[src/rtl/rgb_pkg.sv]
// rgb_pkg: constants shared by the RGB PWM fader.
// PWM width default, channel indices into color_rgb, FSM states.
package rgb_pkg;

  localparam int PWM_BITS_DEF = 8;

  localparam int N_CH = 3;
  localparam int CH_R = 2;
  localparam int CH_G = 1;
  localparam int CH_B = 0;

  typedef enum logic {
    ST_IDLE = 1'b0,
    ST_RAMP = 1'b1
  } state_t;

endpackage

[src/rtl/rgb_channel_ramp.sv]
// rgb_channel_ramp: one colour channel, duty ramps toward target.
// Ports: i_load latches i_target, i_step moves duty by at most STEP,
// i_pwm_cnt is the shared frame counter, o_pwm is the registered PWM,
// o_done_next says duty will equal target once the pending step lands.
module rgb_channel_ramp
  import rgb_pkg::*;
#(
  parameter int PWM_BITS = PWM_BITS_DEF,
  parameter int STEP     = 1
) (
  input  logic                clk,
  input  logic                rst,
  input  logic                i_load,
  input  logic [PWM_BITS-1:0] i_target,
  input  logic                i_step,
  input  logic [PWM_BITS-1:0] i_pwm_cnt,
  output logic                o_pwm,
  output logic                o_done_next
);

  localparam logic [PWM_BITS:0] W_STEP = (PWM_BITS+1)'(STEP);

  logic [PWM_BITS-1:0] r_duty;
  logic [PWM_BITS-1:0] r_target;
  logic                r_pwm;

  logic [PWM_BITS:0] w_duty_x;
  logic [PWM_BITS:0] w_tgt_x;
  logic [PWM_BITS:0] w_diff;
  logic [PWM_BITS:0] w_delta;
  logic [PWM_BITS:0] w_next_x;

  // Extra bit keeps the distance and the clamp free of wrap-around.
  always_comb begin
    w_duty_x = {1'b0, r_duty};
    w_tgt_x  = {1'b0, r_target};
    w_diff   = '0;
    w_delta  = '0;
    w_next_x = w_duty_x;
    if (w_tgt_x > w_duty_x) begin
      w_diff   = w_tgt_x - w_duty_x;
      w_delta  = (w_diff < W_STEP) ? w_diff : W_STEP;
      w_next_x = w_duty_x + w_delta;
    end else if (w_duty_x > w_tgt_x) begin
      w_diff   = w_duty_x - w_tgt_x;
      w_delta  = (w_diff < W_STEP) ? w_diff : W_STEP;
      w_next_x = w_duty_x - w_delta;
    end
  end

  assign o_done_next = (w_next_x == w_tgt_x);

  always_ff @(posedge clk) begin
    if (rst) begin
      r_duty   <= '0;
      r_target <= '0;
      r_pwm    <= 1'b0;
    end else begin
      if (i_load) r_target <= i_target;
      if (i_step) r_duty <= w_next_x[PWM_BITS-1:0];
      r_pwm <= (i_pwm_cnt < r_duty);
    end
  end

  assign o_pwm = r_pwm;

endmodule

[src/rtl/rgb_pwm_fader.sv]
// rgb_pwm_fader: colour targets in, three glitch-free fading PWMs out.
// Ports: color_valid/color_ready/color_rgb handshake ({R,G,B}),
// red/green/blue_pwm to the LED driver, busy while ramping,
// frame_tick one clock after each PWM frame wrap.
module rgb_pwm_fader
  import rgb_pkg::*;
#(
  parameter int PWM_BITS    = PWM_BITS_DEF,
  parameter int PRESCALE    = 47,
  parameter int RAMP_FRAMES = 4,
  parameter int STEP        = 1
) (
  input  logic                  clk,
  input  logic                  rst,
  input  logic                  color_valid,
  output logic                  color_ready,
  input  logic [3*PWM_BITS-1:0] color_rgb,
  output logic                  red_pwm,
  output logic                  green_pwm,
  output logic                  blue_pwm,
  output logic                  busy,
  output logic                  frame_tick
);

  localparam int PS_W =
    (PRESCALE > 0) ? $clog2(PRESCALE + 1) : 1;
  localparam int FR_W =
    (RAMP_FRAMES > 1) ? $clog2(RAMP_FRAMES) : 1;

  localparam logic [PS_W-1:0] PS_MAX = PS_W'(PRESCALE);
  localparam logic [FR_W-1:0] FR_MAX = FR_W'(RAMP_FRAMES - 1);
  localparam logic [PWM_BITS-1:0] CNT_MAX = '1;

  state_t r_state;
  state_t w_state_nx;

  logic [PS_W-1:0]     r_presc;
  logic [PWM_BITS-1:0] r_pwm_cnt;
  logic [FR_W-1:0]     r_frm_cnt;
  logic                r_frame_tick;

  logic            w_tick;
  logic            w_frame_end;
  logic            w_accept;
  logic            w_step;
  logic            w_all_done;
  logic [N_CH-1:0] w_pwm;
  logic [N_CH-1:0] w_done;

  assign w_tick      = (r_presc == PS_MAX);
  assign w_frame_end = w_tick && (r_pwm_cnt == CNT_MAX);
  assign color_ready = (r_state == ST_IDLE);
  assign busy        = (r_state == ST_RAMP);
  assign w_accept    = color_valid && color_ready;
  assign w_step      = busy && w_frame_end &&
                       (r_frm_cnt == FR_MAX);
  assign w_all_done  = &w_done;

  always_ff @(posedge clk) begin
    if (rst) begin
      r_presc      <= '0;
      r_pwm_cnt    <= '0;
      r_frm_cnt    <= '0;
      r_frame_tick <= 1'b0;
    end else begin
      r_presc <= w_tick ? '0 : r_presc + 1'b1;
      if (w_tick) r_pwm_cnt <= r_pwm_cnt + 1'b1;
      r_frame_tick <= w_frame_end;
      // An accept on a frame edge restarts the count; that
      // edge does not count toward the first step.
      if (w_accept) begin
        r_frm_cnt <= '0;
      end else if (busy && w_frame_end) begin
        r_frm_cnt <= (r_frm_cnt == FR_MAX) ?
                     '0 : r_frm_cnt + 1'b1;
      end
    end
  end

  always_ff @(posedge clk) begin
    if (rst) r_state <= ST_IDLE;
    else     r_state <= w_state_nx;
  end

  always_comb begin
    w_state_nx = r_state;
    unique case (r_state)
      ST_IDLE: if (w_accept) w_state_nx = ST_RAMP;
      ST_RAMP: if (w_step && w_all_done) w_state_nx = ST_IDLE;
    endcase
  end

  for (genvar i = 0; i < N_CH; i++) begin : g_ch
    rgb_channel_ramp #(
      .PWM_BITS(PWM_BITS),
      .STEP    (STEP)
    ) u_ch (
      .clk        (clk),
      .rst        (rst),
      .i_load     (w_accept),
      .i_target   (color_rgb[i*PWM_BITS +: PWM_BITS]),
      .i_step     (w_step),
      .i_pwm_cnt  (r_pwm_cnt),
      .o_pwm      (w_pwm[i]),
      .o_done_next(w_done[i])
    );
  end

  assign red_pwm    = w_pwm[CH_R];
  assign green_pwm  = w_pwm[CH_G];
  assign blue_pwm   = w_pwm[CH_B];
  assign frame_tick = r_frame_tick;

endmodule

[config.mk]
export PLATFORM = sky130hd
export DESIGN_NAME = rgb_pwm_fader
export DESIGN_NICKNAME = d
export VERILOG_FILES = /design/src/rtl/rgb_pkg.sv /design/src/rtl/rgb_channel_ramp.sv /design/src/rtl/rgb_pwm_fader.sv
export SDC_FILE = /design/constraint.sdc
export NUM_CORES = 1
export LEC_CHECK = 0
export CAP_MARGIN = 20
export CORE_MARGIN = 2
export CORE_UTILIZATION = 58
export DETAILED_ROUTE_END_ITERATION = 12
export PLACE_DENSITY = 0.79
export SETUP_SLACK_MARGIN = 0.4
export SYNTH_ARGS = -nofsm -noshare
export SYNTH_HDL_FRONTEND = slang
export SYNTH_SLANG_ARGS = --single-unit
[constraint.sdc]
create_clock -name clk -period 5 [get_ports clk]
set_input_delay 0.75 -clock clk [delete_from_list [all_inputs] [get_ports clk]]
set_output_delay 0.75 -clock clk [all_outputs]
set_load 0.02 [all_outputs]
---- After elaboration in Yosys (flattened, before gate mapping) ----
Index checks and enable logic that the tools add are counted.
storage, ports and cells
  register bits ........................... 69
  bits in latches ......................... 0
  memory bits (writable) .................. 0
  memory bits (read-only) ................. 0
  bits of input ports ..................... 27
  logic and storage cells ................. 75
  memories ................................ 0
cells by class
  $add $sub $neg .......................... 15
  multiply operators ...................... 0
  divide/modulo/power cells ............... 0
  order comparisons ....................... 15
  equality and inequality tests ........... 6
  shifts and indexed selects .............. 0
  multiplexer cells ....................... 16
  bitwise logic cells ..................... 1
  reduce and logical (&&, ||, !) cells .... 8
operator list
  operator             count
  $mux 9               12
  $lt 9x1->1 const B   6
  $sub 8x8->9          6
  $gt 8x8->1           6
  $add 8x9->9          3
  $eq 9x8->1           3
  $sub 8x9->9          3
  $lt 8x8->1           3
  $add 8x1->8 const B  1
  $eq 8x8->1 const B   1
  $add 6x1->6 const B  1
  $eq 6x6->1 const B   1
  $logic_and 1x1->1    5
  $reduce_or 2->1      2
  $reduce_and 3->1     1
  $add 2x1->2 const B  1
  $eq 2x2->1 const B   1
  $mux 1               2
  $mux 2               1
  $pmux 1 s2           1
  $not 1->1            1

---- Depth between registers and ports, before layout ----
Gate-level depths: netlist of run 1.
  depth in word-level cells ............... 11
  depth in mapped cells ................... 24

---- By module ----
Synthesis of run 1 repeated with hierarchy kept, for this count alone.
second synthesis, totals
  cell total of the unflattened synthesis .. 1111
  area total of the unflattened synthesis .. 8762.2 um^2
by module, submodules not included
  module                                times used  cells an instance  area each (um^2)  sequential area each (um^2)
  rgb_channel_ramp at g_ch[1].u_ch ...  2           331                2591.2            340.3
  rgb_channel_ramp at g_ch[0].u_ch      1           355                2726.4            340.3
  rgb_pwm_fader                         1           94                 853.3             360.3

---- Worst setup path after synthesis of run 1 ----
No wires, ideal clock.
  path type ............................... flip-flop to flip-flop
  start point ............................. reg g_ch[2].u_ch.r_duty[0]
  end point ............................... reg r_state (netlist: busy)
  setup time .............................. 129 ps
  arrival ................................. 4659 ps
  data required time ...................... 4871 ps
  slack ................................... 212 ps
  stages on the path, launching flop included .. 23
  buffers on the path ..................... 1
  period minus slack after synthesis ...... 4788 ps
  path through ............................ dfxtp_1 -> clkbuf_1 -> inv_1 -> ha_1 -> fa_1 -> xor2_1 -> o211ai_1 -> a311o_1 -> or4_1 -> o31ai_1 -> fa_1 -> nand3_1 -> a21boi_0 -> o221ai_1 -> a21bo_2 -> nand3b_1 -> nand4b_1 -> nor4_1 -> nand4_1 -> nor4_1 -> o2111ai_1 -> nor4_2 -> a31oi_1
between the ends
  longest elaborated chain between the ends .. 11
  elaborated cells between the ends (all ways) .. 17
ends and longest elaborated chain
  element                 RTL line                RTL
  start, declared         rgb_channel_ramp.sv:23  logic [PWM_BITS-1:0] r_duty;
  start signal, assigned  rgb_channel_ramp.sv:60  if (i_step) r_duty <= w_next_x[PWM_BITS-1:0];
  $sub 8x8->9             rgb_channel_ramp.sv:45  w_diff = w_duty_x - w_tgt_x;
  $lt 9x1->1              rgb_channel_ramp.sv:46  w_delta = (w_diff < W_STEP) ? w_diff : W_STEP;
  $mux 9                  rgb_channel_ramp.sv:46
  $sub 8x9->9             rgb_channel_ramp.sv:47  w_next_x = w_duty_x - w_delta;
  $mux 9                  rgb_channel_ramp.sv:44  end else if (w_duty_x > w_tgt_x) begin
  $mux 9 *                rgb_channel_ramp.sv:40  if (w_tgt_x > w_duty_x) begin
  $eq 9x8->1 *            rgb_channel_ramp.sv:51  assign o_done_next = (w_next_x == w_tgt_x);
  $reduce_and 3->1 *      rgb_pwm_fader.sv:57     assign w_all_done = &w_done;
  $logic_and 1x1->1 *     rgb_pwm_fader.sv:89     ST_RAMP: if (w_step && w_all_done) w_state_nx = ST_IDLE;
  $mux 1 *                rgb_pwm_fader.sv:89
  $pmux 1 s2 *            rgb_pwm_fader.sv:87     unique case (r_state)
  end signal, assigned    rgb_pwm_fader.sv:82     else r_state <= w_state_nx;
  end, declared           rgb_pwm_fader.sv:34     state_t r_state;
Every way passes the cells marked *; elsewhere a longest branch is shown, timed or not.
A chain may end at the register's enable or synchronous reset.

---- Worst setup path in the final report of run 1 ----
  start point ............................. reg g_ch[2].u_ch.r_target[0]
  end point ............................... reg r_state (netlist: busy)
between the ends
  longest elaborated chain between the ends .. 11
  elaborated cells between the ends (all ways) .. 17
ends and longest elaborated chain
  element                 RTL line                RTL
  start, declared         rgb_channel_ramp.sv:24  logic [PWM_BITS-1:0] r_target;
  start signal, assigned  rgb_channel_ramp.sv:59  if (i_load) r_target <= i_target;
  $sub 8x8->9             rgb_channel_ramp.sv:45
  $lt 9x1->1              rgb_channel_ramp.sv:46
  $mux 9                  rgb_channel_ramp.sv:46
  $sub 8x9->9             rgb_channel_ramp.sv:47
  $mux 9                  rgb_channel_ramp.sv:44
  $mux 9                  rgb_channel_ramp.sv:40
  $eq 9x8->1 *            rgb_channel_ramp.sv:51
  $reduce_and 3->1 *      rgb_pwm_fader.sv:57
  $logic_and 1x1->1 *     rgb_pwm_fader.sv:89
  $mux 1 *                rgb_pwm_fader.sv:89
  $pmux 1 s2 *            rgb_pwm_fader.sv:87
Marked as above.

==> run summary, run 1 <==
* **GRT Total Usage** 36.2%
* **Detail Placement HPWL** 23.2 mm
* **unrepaired setup endpoints after global routing** true
* **met3 usage in global routing** 4.17%
* **number of buffers created by CTS** 9
* **crit-path cells** inv_1 -> ha_1 -> fa_2 -> xnor2_1 -> a2111oi_4 -> o211ai_1 -> or4_4 -> nor3_4 -> nor2_1 -> fa_2 -> xnor2_1 -> nor2_1 -> a221oi_2 -> xnor2_1 -> o311ai_1 -> a2111o_1 -> nor4_2 -> o2111ai_1 -> nor4_2 -> a31oi_1
* **worst slew pin tran** 1070 ps
* **clock tree from TritonCTS** yes
* **detailed-route via count** 9964
* **critical path data arrival time** 5050 ps
* **via count of the first global-routing pass** 9206
* **ports placed on the boundary** 33
* **CP startpoint kind** flip-flop
* **Die Span X** 129 µm
* **required time of the critical path** 5250 ps
* **most frequently used flop master after synthesis** dfxtp_1
* **flops & latches, synth** 69
* **critical path start-end classification** flip-flop to flip-flop
* **Area growth syn-to-layout** 18.3%
* **clock-pin slew of the registers on the worst-case setup and hold paths** 70 ps
* **Lkg Pwr** 4.55 nW
* **Clock Sinks** 69
* **global routing met2 resource utilization** 57.6%
* **first-pass iteration count of the detailed router** 6
* **fraction of final layout cells sized beyond drive strength 1** 11.6%
* **path category of the worst min-delay check** flip-flop to flip-flop
* **buffer levels on the longest clock path** 2
* **Placeable Area** 15300 µm²
* **max cap viols** 0
* **fraction of the core area covered by cells at the end of the flow** 70.5%
* **post-route antenna net violation count** 0
* **power density over the cells** 202 nW/µm²
* **nets** 1513
* **number of filler instances in the final layout** 1303
* **achievable frequency** 208 MHz
* **Syn Area/Cell** 7.40 µm²
* **highest-delay cell along the critical path** or4_4
* **wire length of the first global-routing pass** 47.7 mm
* **count of flip-flops with a built-in enable after synthesis** 0
* **Synth Instances** 1228
* **peak supply drop** 0.173 mV
* **count of yosys warnings during synthesis** 0
* **global placement routability congestion** 1.01
* **drt via density** 6.32
* **area of the mapped netlist** 9090 µm²
* **period utilisation layout** 96.2%
* **number of rows in the core area** 45
* **busiest layer in global routing** met2
* **largest net degree at the start of global routing** 40
* **most frequent CP cell** xnor2_1
* **clock skew** 15.7 ps
* **Register-to-Register Path Depth** 20
* **H-tree level count** 3
* **final critical path time including I/O delays and setup** 4810 ps
* **Final Cell Area** 10800 µm²
* **post-layout power** 0.00217 W
* **headroom to the max-slew limit** 28.3%
* **post-synthesis async set-or-reset flop share** 0%
* **endpoints failing hold** 0
* **drt first-iter violations** 1186
* **number of slew-limit violations in the final report** 0
* **die area** 16700 µm²
* **number of distinct library cells after synthesis** 85
* **initial antenna violation count** 0
* **Root Buffer Master** clkbuf_16
* **DRC violation count after routing** 0
* **Setup-failing EPs final** 0
* **remaining global-route overflow** 0
* **routed len/inst** 18.9 µm
* **status** complete, no violations
* **starting density of the core** 59.6%
* **count of inserted antenna diode cells** 0
* **sequential area share after synthesis** 15.2%
* **Hold Path Depth** 1
* **M1 GR Usage** 49.5%
* **later-pin clock latency in the skew report** 370 ps
* **number of buffers added to fix hold violations after cts** 0
* **critical path fanouts, max** 6
* **placed instance area** 10400 µm²
* **CP Capture Type** flip-flop
* **vertical die dimension** 129 µm
* **highest cell delay on the worst timing path** 540 ps
* **Total Wirelength** 29.8 mm
* **Port Buffer Count** 32
-- through the flow --
stage	cells	TNS [ps]	setup WS (ps)	hold WS, ps
4_1_cts	1574	0	90.7	465
6_report	1576	0	192	466
5_1_grt	1576	-115	-115	478
3_3_place_gp	1558	0	78.7	432
2_1_floorplan	1274	0	403	418
3_5_place_dp	1558	-71.1	-71.1	448
-- worst max-delay path, delay by kind of cell (launching register included) --
family                     cells  cell delay [ps]
adders and majority gates      3             1000
xor gates and xnor gates       3              530
buffers and inverters          1               60
and+or+nand+nor                6             1260
AOI/OAI and AO/OA              7             1490
DFF                            1              380
-- per-layer routing --
metal  share of wire, %  routed length, µm
met1                 43              13000
met2                 44              13200
met3                8.5               2550
met4                3.6               1080
met5                  0                  0
-- placed cells by master (no fill, tap or decap), types with 17 or more instances in the layout --
master	count
nand2_1	123
o21ai_0	62
inv_1	76
conb_1	48
xor2_1	19
a211oi_1	28
nor2_1	106
nor3_1	35
ha_1	114
dfxtp_1	67
o21a_1	20
nand3_1	26
xnor2_1	44
clkdlybuf4s50_1	31
a21o_1	20
a21oi_1	115
buf_4	93
nand2b_1	17
-- flip-flops by register name, summed over array words and instances (netlist names) --
name                cells
busy                    1
g_ch.u_ch.r_target     24
r_frm_cnt               2
g_ch.u_ch.r_duty       24
frame_tick              1
g_ch.u_ch.o_pwm         3
r_presc                 6
r_pwm_cnt               8
-- report_power, final --
group          internal, W  total, W  switching (W)
logic             0.000377  0.000935       0.000558
clock network     0.000348  0.000666       0.000318
registers         0.000563  0.000574      0.0000109
total              0.00129   0.00217       0.000886
-- kinds of logic (layout without fill, tap and decap cells) --
kind of cell,after synthesis,in the layout,share of synthesized area (%)
and+or+nand+nor,423,423,23.1
AOI/OAI and AO/OA,401,401,29.7
adders and majority gates,126,126,18.3
buffers and inverters,126,217,5.41
DFF,69,69,15.2
xor gates and xnor gates,64,64,6.32
muxes,17,17,1.90
other,2,48,0.0826
-- cells in the mapped netlist (all sizes together), types with 8 or more instances --
library cell / n / share of area [%]
nor2: 106 / 4.4
nand2b: 17 / 1.2
xnor2: 44 / 4.2
ha: 114 / 16
buf: 8 / 0.54
nor3: 36 / 2.0
nor4: 12 / 0.96
mux2i: 15 / 1.7
clkbuf: 42 / 1.7
a31oi: 13 / 0.96
and3: 10 / 0.69
nand3: 26 / 1.4
o21a: 20 / 1.7
or3: 14 / 0.96
nand4: 13 / 0.89
o211ai: 16 / 1.3
a211oi: 31 / 2.6
nand3b: 9 / 0.74
a21oi: 118 / 6.5
dfxtp: 69 / 15
o21ai: 69 / 3.8
fa: 12 / 2.6
inv: 76 / 3.1
a21boi: 8 / 0.66
o311ai: 8 / 0.77
a21o: 20 / 1.7
a221oi: 8 / 0.84
nor2b: 14 / 1.0
nand2: 123 / 5.1
xor2: 19 / 1.8
-- cell type report --
class,instances,area [µm²],area share (%)
Tap cell,211,264,2.46
Timing Repair Buffer,125,1010,9.43
Inverter,76,285,2.65
Clock buffer,9,225,2.09
Multi-Input combinational cell,1079,7520,69.9
Sequential cell,69,1390,12.9
Clock inverter,7,62.6,0.582
-- worst paths after layout --
path                             from          to  slack [ps]
max          g_ch[2].u_ch.r_target[0]        busy         190
min                        r_presc[0]  r_presc[0]         470
max reg2reg  g_ch[2].u_ch.r_target[0]        busy         190
min reg2reg                r_presc[0]  r_presc[0]         470
-- what timing repair did --
item                                    CTS  global route
setup buffers                             0             2
pin swaps                                10             8
endpoints found under the setup margin    1             1
gates cloned                              0             0
gates resized for setup                  14             8
Power figures use the tool's default switching activity.
==> inputs of run 2 (changes only) <==
- SETUP_SLACK_MARGIN: 0.4 -> 0.02
- SLEW_MARGIN: default -> 20
- clock period: 5 -> 4.3 ns (I/O delays scaled with it)
==> run 2 against run 1 <==
  * The run now ends with setup timing left
  * Hold slack lost 18 ps
  * Largest power group unchanged
  * Highest routed layer unchanged
  * Power up 26%
  * Die area stayed put
  * Flip-flop and latch count stayed put
  * Fmax shrank 0.50%
  * Routed wire length up 11%
  * Critical path depth is 2 higher
==> run summary, run 2 (synthesized netlist as in run 1, its figures left out) <==
* **peak supply drop** 0.196 mV
* **Clock Sinks** 69
* **achievable frequency** 207 MHz
* **Placeable Area** 15300 µm²
* **number of buffers created by CTS** 9
* **global routing met2 resource utilization** 65.2%
* **critical path fanouts, max** 2
* **status** finished with violations
* **busiest layer in global routing** met2
* **critical path data arrival time** 5070 ps
* **endpoints failing hold** 0
* **commonest cells after routing, fill and taps aside** buf_4 (276), nand2_1 (123), a21oi_1 (109), ha_1 (107), nor2_1 (105)
* **Port Buffer Count** 32
* **Area growth syn-to-layout** 35.6%
* **Lkg Pwr** 5.46 nW
* **Final Cell Area** 12300 µm²
* **Root Buffer Master** clkbuf_16
* **ports placed on the boundary** 33
* **critical path start-end classification** flip-flop to flip-flop
* **count of inserted antenna diode cells** 0
* **placed instance area** 11800 µm²
* **Register-to-Register Path Depth** 22
* **first-pass iteration count of the detailed router** 8
* **Total Wirelength** 33.1 mm
* **number of buffers added to fix hold violations after cts** 0
* **period utilisation layout** 112%
* **clock-pin slew of the registers on the worst-case setup and hold paths** 70 ps
* **number of rows in the core area** 45
* **path category of the worst min-delay check** flip-flop to flip-flop
* **Detail Placement HPWL** 25.8 mm
* **Reg area** 1390 µm²
* **required time of the critical path** 4530 ps
* **post-layout power** 0.00274 W
* **violated checks** setup timing
* **critical hold path startpoint** r_presc[0]
* **slack of the worst reg-to-reg path** -530 ps
* **H-tree level count** 3
* **worst slew pin tran** 1140 ps
* **initial antenna violation count** 1
* **clock skew** 11.8 ps
* **headroom to the max-slew limit** 24.0%
* **via count of the first global-routing pass** 10400
* **Setup-failing EPs final** 1
* **worst-case hold slack** 447 ps
* **die area** 16700 µm²
* **max cap viols** 0
* **startpoint of the lowest-slack register-to-register path** g_ch[2].u_ch.r_target[0]
* **Post-Place Worst Slack** -816 ps
* **detailed-route via count** 11000
* **wire length of the first global-routing pass** 52.3 mm
* **number of slew-limit violations in the final report** 0
* **global placement routability congestion** 1.00
* **drt first-iter violations** 1335
* **GRT Total Usage** 39.7%
* **nets** 1697
* **total area of multi-input combinational cells** 7690 µm²
* **vertical die dimension** 129 µm
* **post-route antenna net violation count** 0
* **capture endpoint of the worst hold path** r_presc[0]
* **final critical path time including I/O delays and setup** 4830 ps
* **later-pin clock latency in the skew report** 350 ps
* **unrepaired setup endpoints after global routing** true
* **fraction of the core area covered by cells at the end of the flow** 80.8%
* **power density over the cells** 222 nW/µm²
* **most common cell after layout, fill and taps aside** buf_4
* **Hold Path Depth** 1
* **worst reg2reg path endpoint** busy
* **buffer levels on the longest clock path** 2
* **worst setup slack after layout** -533 ps
* **fraction of final layout cells sized beyond drive strength 1** 25.2%
* **number of filler instances in the final layout** 1076
* **clock tree from TritonCTS** yes
* **M1 GR Usage** 51.0%
* **met3 usage in global routing** 6.56%
* **starting density of the core** 59.6%
* **largest net degree at the start of global routing** 45
* **drt via density** 6.25
* **routed len/inst** 18.8 µm
* **CP startpoint kind** flip-flop
* **remaining global-route overflow** 0
* **DRC violation count after routing** 0
* **CP Capture Type** flip-flop
* **largest registers in the final layout** g_ch.u_ch.r_duty: 24 flops, g_ch.u_ch.r_target: 24 flops, r_pwm_cnt: 8 flops
* **Die Span X** 129 µm
run 2: critical path, stage by stage, from the launching register on:
cell and delay (ps):
dfxtp_2 330, inv_2 50, ha_4 160, fa_2 560, inv_2 40, a2111oi_4 260
o211ai_1 130, or4_4 540, nor3_4 150, nor2_2 70, fa_2 350, a211oi_2 220
nor2_1 90, o21ai_1 170, a22oi_1 110, nor2_1 150, buf_4 130, o311ai_1 80
a2111o_1 390, nor4_2 300, o2111ai_1 170, nor4_2 160, a31oi_1 110
run 2: routing by layer:
metal,share of wire [%],up-vias
met1,40,5068
met4,5.2,0
met3,9.3,158
met2,45,649
li1,-,5133
met5,0,-
run 2: metrics by stage:
step	cells	setup TNS, ps
floorplan	1274	0
global placement	1732	-737
finish	1760	-533
global route	1760	-833
CTS	1759	-447
detailed placement	1732	-816
run 2: where the power goes:
group          switching (W)  internal, W  leakage, nW  total [W]
logic               0.000701     0.000598         4.75    0.00130
clock network       0.000365     0.000405        0.139   0.000770
registers          0.0000115     0.000655        0.565   0.000666
run 2: how the worst max path moves through the flow:
stage          depth (start not counted)                     start  slack, ps  endpoint
2_1_floorplan                         16  g_ch[2].u_ch.r_target[7]        430      busy
3_3_place_gp                          21  g_ch[2].u_ch.r_target[0]       -740      busy
3_5_place_dp                          21  g_ch[2].u_ch.r_target[0]       -820      busy
4_1_cts                               22  g_ch[2].u_ch.r_target[0]       -450      busy
5_1_grt                               22  g_ch[2].u_ch.r_target[0]       -830      busy
6_report                              22  g_ch[2].u_ch.r_target[0]       -530      busy
run 2: timing repair:
action	in CTS	in global routing
setup buffers	11	1
resized for setup	45	5
endpoints found under the setup margin	1	1
pin swaps	57	3
run 2: area by class of cell:
type	count	share of cell area, %
Clock buffer	9	1.83
Clock inverter	7	0.508
Inverter	76	2.31
Multi-Input combinational cell	1079	62.4
Sequential cell	69	11.3
Tap cell	211	2.14
Timing Repair Buffer	309	19.5
